File: config.mk
export PLATFORM = sky130hd
export DESIGN_NAME = codec_transport_ctrl
export DESIGN_NICKNAME = d
export VERILOG_FILES = /design/src/rtl/audio_pkg.sv /design/src/rtl/init_seq.sv /design/src/rtl/codec_transport_ctrl.sv
export SDC_FILE = /design/constraint.sdc
export NUM_CORES = 1
export LEC_CHECK = 0
export BUFFER_PORTS_ARGS = -buffer_cell sky130_fd_sc_hd__buf_2
export CORE_ASPECT_RATIO = 1.75
export CORE_MARGIN = 3
export CORE_UTILIZATION = 51
export CTS_BUF_LIST = sky130_fd_sc_hd__clkbuf_16
export CTS_CLUSTER_DIAMETER = 100
export DETAILED_ROUTE_END_ITERATION = 8
export PLACE_DENSITY_LB_ADDON = 0.1
export SLEW_MARGIN = 20
export SYNTH_ARGS = -nofsm -noshare
export SYNTH_HDL_FRONTEND = slang
export SYNTH_SLANG_ARGS = --single-unit
File: constraint.sdc
create_clock -name i_clk -period 4.33 [get_ports i_clk]
set_input_delay 0.433 -clock i_clk [delete_from_list [all_inputs] [get_ports i_clk]]
set_output_delay 0.433 -clock i_clk [all_outputs]
set_load 0.05 [all_outputs]
File: src/rtl/audio_pkg.sv
// Shared definitions for the audio control path: the transport state encoding
// and the default WM8731 configuration sequence.
package audio_pkg;

   typedef enum logic [3:0] {
      S_IDLE       = 4'd0,
      S_INIT_SEND  = 4'd1,
      S_INIT_WAIT  = 4'd2,
      S_STOP       = 4'd3,
      S_RECORD     = 4'd4,
      S_REC_PAUSE  = 4'd5,
      S_PLAY       = 4'd6,
      S_PLAY_PAUSE = 4'd7,
      S_ERROR      = 4'd8
   } state_e;

   localparam int unsigned WM_N_INIT = 6;
   localparam int unsigned WM_CFG_W  = 24;

   // {I2C write address, register address + data bit 8, data bits 7:0}
   localparam logic [23:0] WM_ANALOG_PATH  = 24'h34_08_15;
   localparam logic [23:0] WM_DIGITAL_PATH = 24'h34_0A_00;
   localparam logic [23:0] WM_POWER_DOWN   = 24'h34_0C_00;
   localparam logic [23:0] WM_FORMAT       = 24'h34_0E_02;
   localparam logic [23:0] WM_SAMPLING     = 24'h34_10_00;
   localparam logic [23:0] WM_ACTIVE       = 24'h34_12_01;

   // Word 0 sits in the least significant bits and is sent first.
   localparam logic [WM_N_INIT*WM_CFG_W-1:0] WM_INIT_WORDS = {
      WM_ACTIVE, WM_SAMPLING, WM_FORMAT, WM_POWER_DOWN, WM_DIGITAL_PATH, WM_ANALOG_PATH
   };

endpackage

File: src/rtl/init_seq.sv
// Codec init sequencer: walks the config words, issues I2C start pulses and
// tracks NACK retries; the transport FSM decides when it may send or listen.
module init_seq
   import audio_pkg::*;
#(
   parameter int unsigned N_INIT    = 6,
   parameter int unsigned CFG_W     = 24,
   parameter int unsigned MAX_RETRY = 3
) (
   input  logic                    clk_i,
   input  logic                    rst_ni,
   input  logic [N_INIT*CFG_W-1:0] init_data_i,
   input  logic                    clr_i,
   input  logic                    send_i,
   input  logic                    wait_i,
   input  logic                    finished_i,
   input  logic                    nack_i,
   output logic                    start_o,
   output logic [CFG_W-1:0]        dat_o,
   output logic                    all_sent_o,
   output logic                    advance_o,
   output logic                    err_o
);

   localparam int unsigned IDX_W = $clog2(N_INIT + 1);
   localparam int unsigned RTY_W = (MAX_RETRY > 0) ? $clog2(MAX_RETRY + 1) : 1;

   logic [IDX_W-1:0] idx_q, idx_d;
   logic [RTY_W-1:0] rty_q, rty_d;
   logic             start_q, start_d;
   logic [CFG_W-1:0] dat_q, dat_d;
   logic             retry_left;
   logic             word_end;

   assign all_sent_o = (idx_q == IDX_W'(N_INIT));
   assign retry_left = (rty_q != RTY_W'(MAX_RETRY));
   assign word_end   = wait_i & finished_i;
   assign advance_o  = word_end & (~nack_i | retry_left);
   assign err_o      = word_end & nack_i & ~retry_left;

   always_comb begin
      idx_d   = idx_q;
      rty_d   = rty_q;
      start_d = 1'b0;
      dat_d   = dat_q;
      if (clr_i) begin
         idx_d = '0;
         rty_d = '0;
      end else if (send_i && !all_sent_o) begin
         start_d = 1'b1;
         dat_d   = init_data_i[idx_q*CFG_W +: CFG_W];
      end else if (word_end) begin
         if (!nack_i) begin
            idx_d = idx_q + 1'b1;
            rty_d = '0;
         end else if (retry_left) begin
            rty_d = rty_q + 1'b1;
         end
      end
   end

   // dat_q is only reloaded on a start, so it stays stable until the sender finishes.
   always_ff @(posedge clk_i) begin
      if (!rst_ni) begin
         idx_q   <= '0;
         rty_q   <= '0;
         start_q <= 1'b0;
         dat_q   <= '0;
      end else begin
         idx_q   <= idx_d;
         rty_q   <= rty_d;
         start_q <= start_d;
         dat_q   <= dat_d;
      end
   end

   assign start_o = start_q;
   assign dat_o   = dat_q;

endmodule

File: src/rtl/codec_transport_ctrl.sv
// Audio top-level control: codec init over I2C, then a record/play/pause/stop
// transport that drives the sample-memory address and remembers the clip length.
module codec_transport_ctrl
   import audio_pkg::*;
#(
   parameter int unsigned N_INIT    = 6,
   parameter int unsigned CFG_W     = 24,
   parameter int unsigned ADDR_W    = 20,
   parameter int unsigned MAX_RETRY = 3
) (
   input  logic                    i_clk,
   input  logic                    i_rst,
   input  logic [N_INIT*CFG_W-1:0] i_init_data,
   input  logic                    i_power,
   input  logic                    i_run,
   input  logic                    i_rec_sel,
   input  logic                    i_play_sel,
   input  logic                    i_sample_tick,
   input  logic                    i_i2c_finished,
   input  logic                    i_i2c_nack,
   output logic                    o_i2c_start,
   output logic [CFG_W-1:0]        o_i2c_dat,
   output logic [3:0]              o_state,
   output logic [ADDR_W-1:0]       o_addr,
   output logic [ADDR_W:0]         o_rec_len,
   output logic                    o_rec_en,
   output logic                    o_play_en,
   output logic                    o_init_done,
   output logic                    o_init_err
);

   localparam logic [ADDR_W:0] LEN_LAST = {1'b0, {ADDR_W{1'b1}}};

   state_e            state_q, state_d;
   logic [ADDR_W-1:0] addr_q, addr_d;
   logic [ADDR_W:0]   len_q, len_d;
   logic              done_q, done_d;
   logic              rec_en_q, play_en_q, err_q;
   logic              seq_all_sent, seq_advance, seq_err;
   logic              rec_only, play_only, clip_end;

   assign rec_only  = i_rec_sel & ~i_play_sel;
   assign play_only = i_play_sel & ~i_rec_sel;
   assign clip_end  = ({1'b0, addr_q} == (len_q - 1'b1));

   init_seq #(
      .N_INIT    (N_INIT),
      .CFG_W     (CFG_W),
      .MAX_RETRY (MAX_RETRY)
   ) u_init_seq (
      .clk_i       (i_clk),
      .rst_ni      (i_rst),
      .init_data_i (i_init_data),
      .clr_i       ((state_q == S_IDLE) & i_power),
      .send_i      ((state_q == S_INIT_SEND) & i_power),
      .wait_i      ((state_q == S_INIT_WAIT) & i_power),
      .finished_i  (i_i2c_finished),
      .nack_i      (i_i2c_nack),
      .start_o     (o_i2c_start),
      .dat_o       (o_i2c_dat),
      .all_sent_o  (seq_all_sent),
      .advance_o   (seq_advance),
      .err_o       (seq_err)
   );

   always_comb begin
      state_d = state_q;
      addr_d  = addr_q;
      len_d   = len_q;
      done_d  = done_q;
      if (state_q != S_IDLE && !i_power) begin
         state_d = S_IDLE;
         done_d  = 1'b0;
      end else begin
         unique case (state_q)
            S_IDLE:       if (i_power) state_d = S_INIT_SEND;
            S_INIT_SEND: begin
               if (seq_all_sent) begin
                  state_d = S_STOP;
                  done_d  = 1'b1;
               end else begin
                  state_d = S_INIT_WAIT;
               end
            end
            S_INIT_WAIT: begin
               if (seq_err)          state_d = S_ERROR;
               else if (seq_advance) state_d = S_INIT_SEND;
            end
            S_STOP: begin
               if (i_run && rec_only) begin
                  state_d = S_RECORD;
                  len_d   = '0;
               end else if (i_run && play_only && len_q != '0) begin
                  state_d = S_PLAY;
               end
            end
            S_RECORD: begin
               // A sample that arrives while leaving is still counted.
               if (i_sample_tick) begin
                  addr_d = addr_q + 1'b1;
                  len_d  = len_q + 1'b1;
               end
               if (!rec_only)                              state_d = S_STOP;
               else if (i_sample_tick && len_q == LEN_LAST) state_d = S_STOP;
               else if (!i_run)                            state_d = S_REC_PAUSE;
            end
            S_REC_PAUSE: begin
               if (!rec_only)  state_d = S_STOP;
               else if (i_run) state_d = S_RECORD;
            end
            S_PLAY: begin
               if (i_sample_tick) addr_d = addr_q + 1'b1;
               if (!play_only)                     state_d = S_STOP;
               else if (i_sample_tick && clip_end) state_d = S_STOP;
               else if (!i_run)                    state_d = S_PLAY_PAUSE;
            end
            S_PLAY_PAUSE: begin
               if (!play_only) state_d = S_STOP;
               else if (i_run) state_d = S_PLAY;
            end
            S_ERROR:      state_d = S_ERROR;
            default:      state_d = S_IDLE;
         endcase
      end
      // Address is zero whenever the transport is parked.
      if (state_d == S_STOP || state_d == S_IDLE) addr_d = '0;
   end

   always_ff @(posedge i_clk) begin
      if (!i_rst) begin
         state_q   <= S_IDLE;
         addr_q    <= '0;
         len_q     <= '0;
         done_q    <= 1'b0;
         rec_en_q  <= 1'b0;
         play_en_q <= 1'b0;
         err_q     <= 1'b0;
      end else begin
         state_q   <= state_d;
         addr_q    <= addr_d;
         len_q     <= len_d;
         done_q    <= done_d;
         rec_en_q  <= (state_d == S_RECORD);
         play_en_q <= (state_d == S_PLAY);
         err_q     <= (state_d == S_ERROR);
      end
   end

   assign o_state     = state_q;
   assign o_addr      = addr_q;
   assign o_rec_len   = len_q;
   assign o_rec_en    = rec_en_q;
   assign o_play_en   = play_en_q;
   assign o_init_done = done_q;
   assign o_init_err  = err_q;

endmodule

# Yosys cells after proc, flatten, opt, wreduce, memory -nomap -nowiden
# Index checks and enable logic that the tools add are counted.
# op_classes
n_mux,24
reduce_logical,25
multipliers,1
bitwise,18
add_sub_neg,5
n_eq_ne,19
n_shift,1
# op_table
operator,count
variable part select 144 x 9 -> 24 bit,1
2-to-1 mux 4 bit,16
2-to-1 mux 21 bit,2
case mux 21 bit (2 select lines),1
case mux 4 bit (9 select lines),1
"equality test 4 x 3 -> 1 bit, second input constant",6
"adder 21 x 1 -> 21 bit, second input constant",1
equality test 20 x 21 -> 1 bit,1
"equality test 21 x 20 -> 1 bit, second input constant",1
nonzero test 21 bit,1
"subtractor 21 x 1 -> 21 bit, second input constant",1
"adder 20 x 1 -> 20 bit, second input constant",1
"equality test 4 x 2 -> 1 bit, second input constant",3
bitwise AND 1 bit,9
AND reduction 3 bit,3
"equality test 4 bit, second input constant",2
zero test 4 bit,2
NOT 1 bit,8
OR reduction 2 bit,4
logical AND 1 bit,7
"inequality test 2 bit, second input constant",3
"multiplier 3 x 2 -> 5 bit, second input constant",1
"equality test 4 x 1 -> 1 bit, second input constant",1
2-to-1 mux 2 bit,2
12 further kinds,15
# word_totals
input_bits,153
ff_bits,79
wordCells,104

# Depth between registers and ports, before layout
# Gate-level depths: netlist of the first run.
# depth
depth_word,11
mapped_depth,14

# Modules after synthesis
# From an unflattened synthesis of the first run, not the netlist that was laid out.
# unflattened
cells_unflattened,671
area_unflattened_um2,5652.9
# modules_own_cells
module,cells_per_inst,instances,area_per_inst_um2,seq_area_each_um2
codec_transport_ctrl,406,1,3221.8,980.9
init_seq,265,1,2431.1,600.6

# Worst setup path before layout of the first run
# No wires, ideal clock.
# synth_path
kind,reg-to-reg
startpoint,register len_q[10] (netlist: o_rec_len[10])
endpoint,register addr_q[10] (netlist: o_addr[10])
slack_ps,680
required_time_ps,4202
stages_incl_launch_ff,12
synth_period_minus_slack_ps,3650
arrival_time_ps,3522
path_cell_list,dfxtp_1 > buf_2 > or4_1 > buf_2 > or4_4 > or4_1 > a211o_1 > a2111oi_4 > a21oi_2 > nor2_4 > buf_6 > o211ai_2
# synth_via
elab_chain_cells,10
# synth_lines
element,line,text
"start, declared",codec_transport_ctrl.sv:36,"logic [ADDR_W:0] len_q, len_d;"
"start signal, assigned",codec_transport_ctrl.sv:141,len_q <= len_d;
subtractor 21 x 1 -> 21 bit,codec_transport_ctrl.sv:44,"assign clip_end = ({1'b0, addr_q} == (len_q - 1'b1));"
equality test 20 x 21 -> 1 bit,codec_transport_ctrl.sv:44,
logical AND 1 bit,codec_transport_ctrl.sv:114,else if (i_sample_tick && clip_end) state_d = S_STOP;
2-to-1 mux 4 bit,codec_transport_ctrl.sv:114,
2-to-1 mux 4 bit,codec_transport_ctrl.sv:113,if (!play_only) state_d = S_STOP;
case mux 4 bit (9 select lines) *,codec_transport_ctrl.sv:75,unique case (state_q)
2-to-1 mux 4 bit *,codec_transport_ctrl.sv:71,if (state_q != S_IDLE && !i_power) begin
equality test 4 x 2 -> 1 bit / zero test 4 bit (equally long branches),codec_transport_ctrl.sv:126,if (state_d == S_STOP || state_d == S_IDLE) addr_d = '0;
logical OR 1 bit *,codec_transport_ctrl.sv:126,
OR reduction 2 bit (no line) *,--,
"end signal, assigned",codec_transport_ctrl.sv:140,addr_q <= addr_d;
"end, declared",codec_transport_ctrl.sv:35,"logic [ADDR_W-1:0] addr_q, addr_d;"
# Every way passes the cells marked *; elsewhere a longest branch is shown, timed or not.
# A chain may end at the register's enable or synchronous reset.

# Final worst setup path of the first run
# layout_path
startpoint,register len_q[10] (netlist: o_rec_len[10])
endpoint,register addr_q[0] (netlist: o_addr[0])
# The elaborated chain is that of the path after synthesis.

==> results of run 1 <==
-- metrics by stage --
stage	hold WS, ns	worst slack (ns)	area, um^2
4_1_cts	0.463	0.577	7580
3_3_place_gp	0.485	0.704	7260
2_1_floorplan	0.481	0.680	6150
5_1_grt	0.489	0.367	7580
3_5_place_dp	0.489	0.588	7260
6_report	0.470	0.563	7580
-- state kept, by name, summed over array words and instances (netlist names) --
signal              cells
o_addr                 20
o_init_done             1
o_init_err              1
o_play_en               1
o_rec_en                1
o_rec_len              21
o_state                 4
u_init_seq.dat_o       24
u_init_seq.idx_q        3
u_init_seq.rty_q        2
u_init_seq.start_o      1
-- tightest hold or removal path, stage by stage --
cell and delay [ns]:
buf_2 0.15, nand4_1 0.09, a21boi_0 0.08
-- layer usage --
metal  GRT usage, %  routed length (um)  vias to the layer above
met2           57.9               11200                      291
li1               -                   -                     3131
met1           32.5                6990                     3100
met4           15.4                 879                        0
met3           4.46                1330                       56
met5              0                   0                        -
-- synth_stat cells, types with 20 or more instances --
library cell / n / area share, %
or4_1: 20 / 2.4
mux4_2: 24 / 8.8
xnor2_1: 32 / 4.6
clkbuf_1: 53 / 3.2
xor2_1: 29 / 4.1
mux2_2: 25 / 4.6
nor3b_1: 27 / 3.3
o21ai_0: 38 / 3.1
nand3_1: 30 / 2.4
nor3_1: 36 / 2.9
nor2_1: 96 / 5.9
a221oi_1: 24 / 3.4
dfxtp_1: 79 / 26
nand2_1: 49 / 3.0
-- final cells by class --
type,count,area (um^2)
Tap cell,135,169
Clock inverter,7,88.8
Sequential cell,79,1580
Inverter,14,52.6
Timing Repair Buffer,237,1210
Clock buffer,9,225
Multi-Input combinational cell,593,4250
Fill cell,1029,4070
-- kinds of logic after synthesis --
logic type	Yosys count	synth area share, %
xor+xnor	61	8.69
fa+ha+maj	6	1.22
mux	50	13.5
flops	79	25.7
compound gates	129	15.7
simple gates	347	29.7
buf+inv	82	5.41
-- final timing paths --
path,to,depth (start not counted),startpoint
max,o_addr[0],8,o_rec_len[10]
min,o_rec_len[1],3,i_sample_tick
max reg2reg,o_addr[0],8,o_rec_len[10]
min reg2reg,u_init_seq.dat_o[19],2,u_init_seq.dat_o[19]
-- power groups by stage --
stage          Clock, mW  Sequential (mW)  Combinational [mW]
6_report           0.816            0.758               0.313
5_1_grt            0.852            0.760               0.340
4_1_cts            0.825            0.758               0.312
3_5_place_dp           0            0.774               0.310
3_3_place_gp           0            0.773               0.305
2_1_floorplan          0            0.828               0.134
==> results.tsv, run 1 <==
stage	metric	value	unit
outcome	run status	completed	
global_routing	Tot GR Track Use	31.0	%
layout	# nets final	1093	
place	number of placed cells counting well taps	1058	
sta	fmax	265	MHz
worst_setup_path	Worst R2R Setup Slack	0.56	ns
global_routing	initial antenna violation count	0	
global_routing	number of global-route vias before repair	6507	
place	Port Buf Inserts	226	
sta	Final Hold Vio Count	0	
cts	CTS buffer count	9	
worst_setup_path	Slowest cell on crit path	or4_1	
cts	CTS Buffer Depth	2	
power	sequential group share of total power	40.2	%
route	Antenna Nets Post-Route	0	
run	total of max-cap violations	0	
global_routing	overflow left after global routing	0	
logic_synthesis	Synth async-reset ratio	0	%
cts	clock root buffer master	clkbuf_16	
sta	clock skew	0.00859	ns
place	Final HPWL DP	16.3	mm
route	post-DR wirelength/cell	19.0	um
layout	diode count	0	
layout	most frequent cells in the layout	buf_2 (226), nor2_1 (96), dfxtp_1 (78)	
route	vias	6578	
cts	# Post-CTS Setup Buffers	0	
die	IO Pins	227	
global_routing	first-pass GRT wire length	32.4	mm
sta	Sum Neg Setup Slack	0	ns
die	Starting Density	52.8	%
logic_synthesis	Syn Inst Count	754	
worst_setup_path	kind of critical path	reg -> reg	
die	Die Span Y	151	um
power	Lkg Pwr	3.18	nW
layout	post-layout util	65.1	%
route	final WL	20.4	mm
power	Internal	1.37	mW
worst_setup_path	Worst Path Arrival	3.98	ns
place	Placer Congestion	0.968	
die	core area	11600	um^2
sta	Final Setup Violations	0	
power	peak supply drop	168	uV
cts	post-cts resize count	0	
logic_synthesis	number of synthesized register bits	79	
worst_setup_path	startpoint types	flip-flop	
route	Iteration-0 DRC Markers	449	
logic_synthesis	Synth Cell Area	6150	um^2
cts	H-tree levels	3	
min_path	worst hold-check path type	in -> reg	
global_routing	largest net degree at the start of global routing	51	
worst_setup_path	Top delay family on crit path	simple AND/OR/NAND/NOR gates	
power	combinational share of power	16.6	%
power	Clock power frac	43.2	%
worst_setup_path	CP peak stage delay	0.69	ns
sta	RSZ-0062 raised after global routing	false	
worst_setup_path	CP Cell Sequence	or4_1 -> or4_4 -> or4_1 -> a211o_1 -> a2111oi_4 -> a21oi_2 -> nor2_4 -> o211ai_1	
power	sw frac	27.5	%
layout	post-route insts no fill	1074	
power	switching pwr	0.519	mW
layout	share of cells above drive strength 1	34.7	%
route	drt via density	6.12	
sta	Tmin final	3.77	ns
die	die outline width	89.0	um
sta	Tcrit/Tclk final	87.0	%
logic_synthesis	syn nets	913	
logic_synthesis	most used flip-flop cell after synthesis	dfxtp_1	
cts	Post-CTS Hold Fix Bufs	0	
cts	CTS tree	done	
cts	Clock Latency Late Sink	0.35	ns
power	Pwr Total	1.89	mW
cts	CTS clk-pin slew, worst paths	0.06	ns
power	PwrDens	249	nW/um^2
worst_setup_path	WP buf/inv	0	
route	first drt pass iteration count	6	
worst_setup_path	CP max FO	13	
sta	pins over their slew limit	0	
logic_synthesis	yosys warns	0	
layout	Area Growth Syn to Fin	23.3	%
logic_synthesis	number of synthesized flops with an enable pin	0	
layout	most common cell after layout, fill and taps aside	buf_2	
sta	slew of the pin with the lowest slew margin	0.928	ns
route	drc violations	0	
logic_synthesis	Post-Syn Area per Cell	8.15	um^2
worst_setup_path	Crit path required time	4.54	ns
die	die area	13500	um^2
logic_synthesis	Yosys cell types	64	
sta	headroom to the max-slew limit	38.1	%
logic_synthesis	post-synthesis sequential area ratio	25.7	%
die	# rows	52	
worst_setup_path	Setup crit end kind	flip-flop	
worst_setup_path	most used cell, CP	or4_1	
cts	CTS sink count	79	
Power figures use the tool's default switching activity.
==> run 2: changes to the inputs <==
--- a/config.mk
+++ b/config.mk
@@ -8,11 +8,12 @@
 export BUFFER_PORTS_ARGS = -buffer_cell sky130_fd_sc_hd__buf_2
 export CORE_ASPECT_RATIO = 1.75
 export CORE_MARGIN = 3
-export CORE_UTILIZATION = 51
+export CORE_UTILIZATION = 32
 export CTS_BUF_LIST = sky130_fd_sc_hd__clkbuf_16
 export CTS_CLUSTER_DIAMETER = 100
 export DETAILED_ROUTE_END_ITERATION = 8
 export PLACE_DENSITY_LB_ADDON = 0.1
+export RECOVER_POWER = 50
 export SLEW_MARGIN = 20
 export SYNTH_ARGS = -nofsm -noshare
 export SYNTH_HDL_FRONTEND = slang
==> results.tsv, run 2 (synthesis results as in run 1) <==
stage	metric	value	unit	change
die	IO Pins	227		unchanged
worst_setup_path	Top delay family on crit path	simple AND/OR/NAND/NOR gates		
worst_setup_path	CP max FO	13		unchanged
sta	headroom to the max-slew limit	22.2	%	-16 points
cts	CTS sink count	79		unchanged
power	peak supply drop	144	uV	-15%
global_routing	Tot GR Track Use	20.7	%	-10 points
route	Antenna Nets Post-Route	0		unchanged
layout	max FFs per register	24		unchanged
route	drc violations	0		unchanged
route	first drt pass iteration count	4		-2
die	core area	18700	um^2	+61%
sta	Final Hold Vio Count	0		unchanged
outcome	run status	completed		
die	Die Span Y	189	um	+25%
layout	share of cells above drive strength 1	27.4	%	-7.3 points
layout	# nets final	1096		+0.27%
cts	Clock Latency Late Sink	0.35	ns	about the same
cts	CTS Buffer Depth	2		unchanged
route	final WL	21.8	mm	+6.5%
sta	fmax	267	MHz	+0.51%
worst_setup_path	Crit path required time	4.54	ns	about the same
global_routing	first-pass GRT wire length	34.9	mm	+7.7%
cts	CTS buffer count	9		unchanged
global_routing	largest net degree at the start of global routing	51		unchanged
sta	pins over their slew limit	0		unchanged
layout	post-route insts no fill	1180		+9.9%
layout	diode count	0		unchanged
sta	Final Setup Violations	0		unchanged
route	Iteration-0 DRC Markers	340		-24%
worst_setup_path	CP Cell Sequence	or4_1 -> or4_4 -> or4_1 -> a211o_1 -> a2111oi_4 -> a21oi_2 -> nor2_4 -> o211ai_1		
worst_setup_path	WP buf/inv	0		unchanged
worst_setup_path	kind of critical path	reg -> reg		
cts	post-cts resize count	0		unchanged
sta	clock skew	0.0131	ns	+0.00449 ns
route	post-DR wirelength/cell	18.5	um	-3.1%
place	number of placed cells counting well taps	1164		+10%
power	switching pwr	0.544	mW	+4.9%
place	Final HPWL DP	17.4	mm	+6.7%
min_path	worst hold-check path type	in -> reg		
power	combinational share of power	16.6	%	about the same
cts	H-tree levels	3		unchanged
run	total of max-cap violations	0		unchanged
sta	slew of the pin with the lowest slew margin	1.17	ns	+0.239 ns
die	Starting Density	32.8	%	-20 points
cts	clock root buffer master	clkbuf_16		
cts	Post-CTS Hold Fix Bufs	0		unchanged
power	Internal	1.31	mW	-4.3%
power	Clock power frac	42.5	%	-0.7 points
layout	most common cell after layout, fill and taps aside	buf_2		
sta	Tmin final	3.75	ns	-0.0191 ns
place	Placer Congestion	0.852		-12%
power	Pwr Total	1.85	mW	-1.8%
die	die outline width	111	um	+24%
worst_setup_path	Slowest cell on crit path	or4_1		
sta	Tcrit/Tclk final	86.6	%	-0.44 points
power	PwrDens	243	nW/um^2	-2.2%
cts	# Post-CTS Setup Buffers	0		unchanged
sta	Hold WS	0.459	ns	-0.0106 ns
die	die area	21000	um^2	+56%
place	Port Buf Inserts	226		unchanged
worst_setup_path	Worst Path Arrival	3.96	ns	-0.02 ns
cts	CTS clk-pin slew, worst paths	0.06	ns	about the same
layout	most frequent cells in the layout	buf_2 (155), nor2_1 (95), dfxtp_1 (78)		
worst_setup_path	CP peak stage delay	0.67	ns	-0.02 ns
layout	post-layout util	40.6	%	-24 points
power	sequential group share of total power	40.9	%	+0.7 points
worst_setup_path	startpoint types	flip-flop		
power	sw frac	29.4	%	+1.9 points
route	drt via density	5.41		-12%
route	vias	6386		-2.9%
worst_setup_path	most used cell, CP	or4_1		
global_routing	overflow left after global routing	0		unchanged
cts	CTS tree	done		
worst_setup_path	Setup crit end kind	flip-flop		
die	# rows	66		+27%
power	Lkg Pwr	2.86	nW	-10%
sta	Sum Neg Setup Slack	0	ns	unchanged
global_routing	initial antenna violation count	1		+1
global_routing	number of global-route vias before repair	6624		+1.8%
sta	RSZ-0062 raised after global routing	false		
layout	Area Growth Syn to Fin	23.8	%	
## run 2: changes by cell type in the layout (fill, tap and decap cells not counted), moves of 2 or more
cell / delta
buf_2: -71
buf_4: +2
clkbuf_1: +72
inv_6: +2
## run 2: per-stage QoR
step	worst slack, ns	area [um^2]
6_report	0.582	7610
5_1_grt	0.380	7610
4_1_cts	0.570	7700
3_5_place_dp	0.577	7410
3_3_place_gp	0.665	7410
2_1_floorplan	0.680	6150
## run 2: worst min-delay path: cells and delay by family
family	cells	cell delay [ns]
simple gates	1	0.09
buf+inv	1	0.16
compound gates	1	0.07
## run 2: final cells by class
cell class	instances	area, um^2
clock inverters	7	70.1
clock buffers	9	225
repair buffers	240	1140
multi-input cells	593	4240
flip-flops and latches	79	1580
well taps	238	298
inverters	14	52.6
fillers	2028	11100
## run 2: power groups by stage
stage          combinational [mW]  sequential (mW)  clock (mW)
2_1_floorplan               0.134            0.828           0
3_3_place_gp                0.313            0.775           0
3_5_place_dp                0.314            0.775           0
4_1_cts                     0.315            0.759       0.816
5_1_grt                     0.338            0.761       0.836
6_report                    0.308            0.759       0.787
## run 2: final timing paths
check / start / to / slack, ns / cells past startpoint
hold / removal: i_sample_tick / o_rec_len[1] / 0.46 / 3
hold reg to reg: u_init_seq.dat_o[4] / u_init_seq.dat_o[4] / 0.50 / 2
setup reg to reg: o_rec_len[10] / o_addr[1] / 0.58 / 8
setup / recovery: o_rec_len[10] / o_addr[1] / 0.58 / 8
## run 2: metal layers
layer  track usage [%]  wire (um)  share of wire, %  vias to the layer above
met5                 0          0                 0                        -
met4              10.0        833               3.8                        0
met3              4.45       1370               6.3                       42
met2              40.2      11800                54                      228
met1              20.4       7750                36                     2970
li1                  -          -                 -                     3146
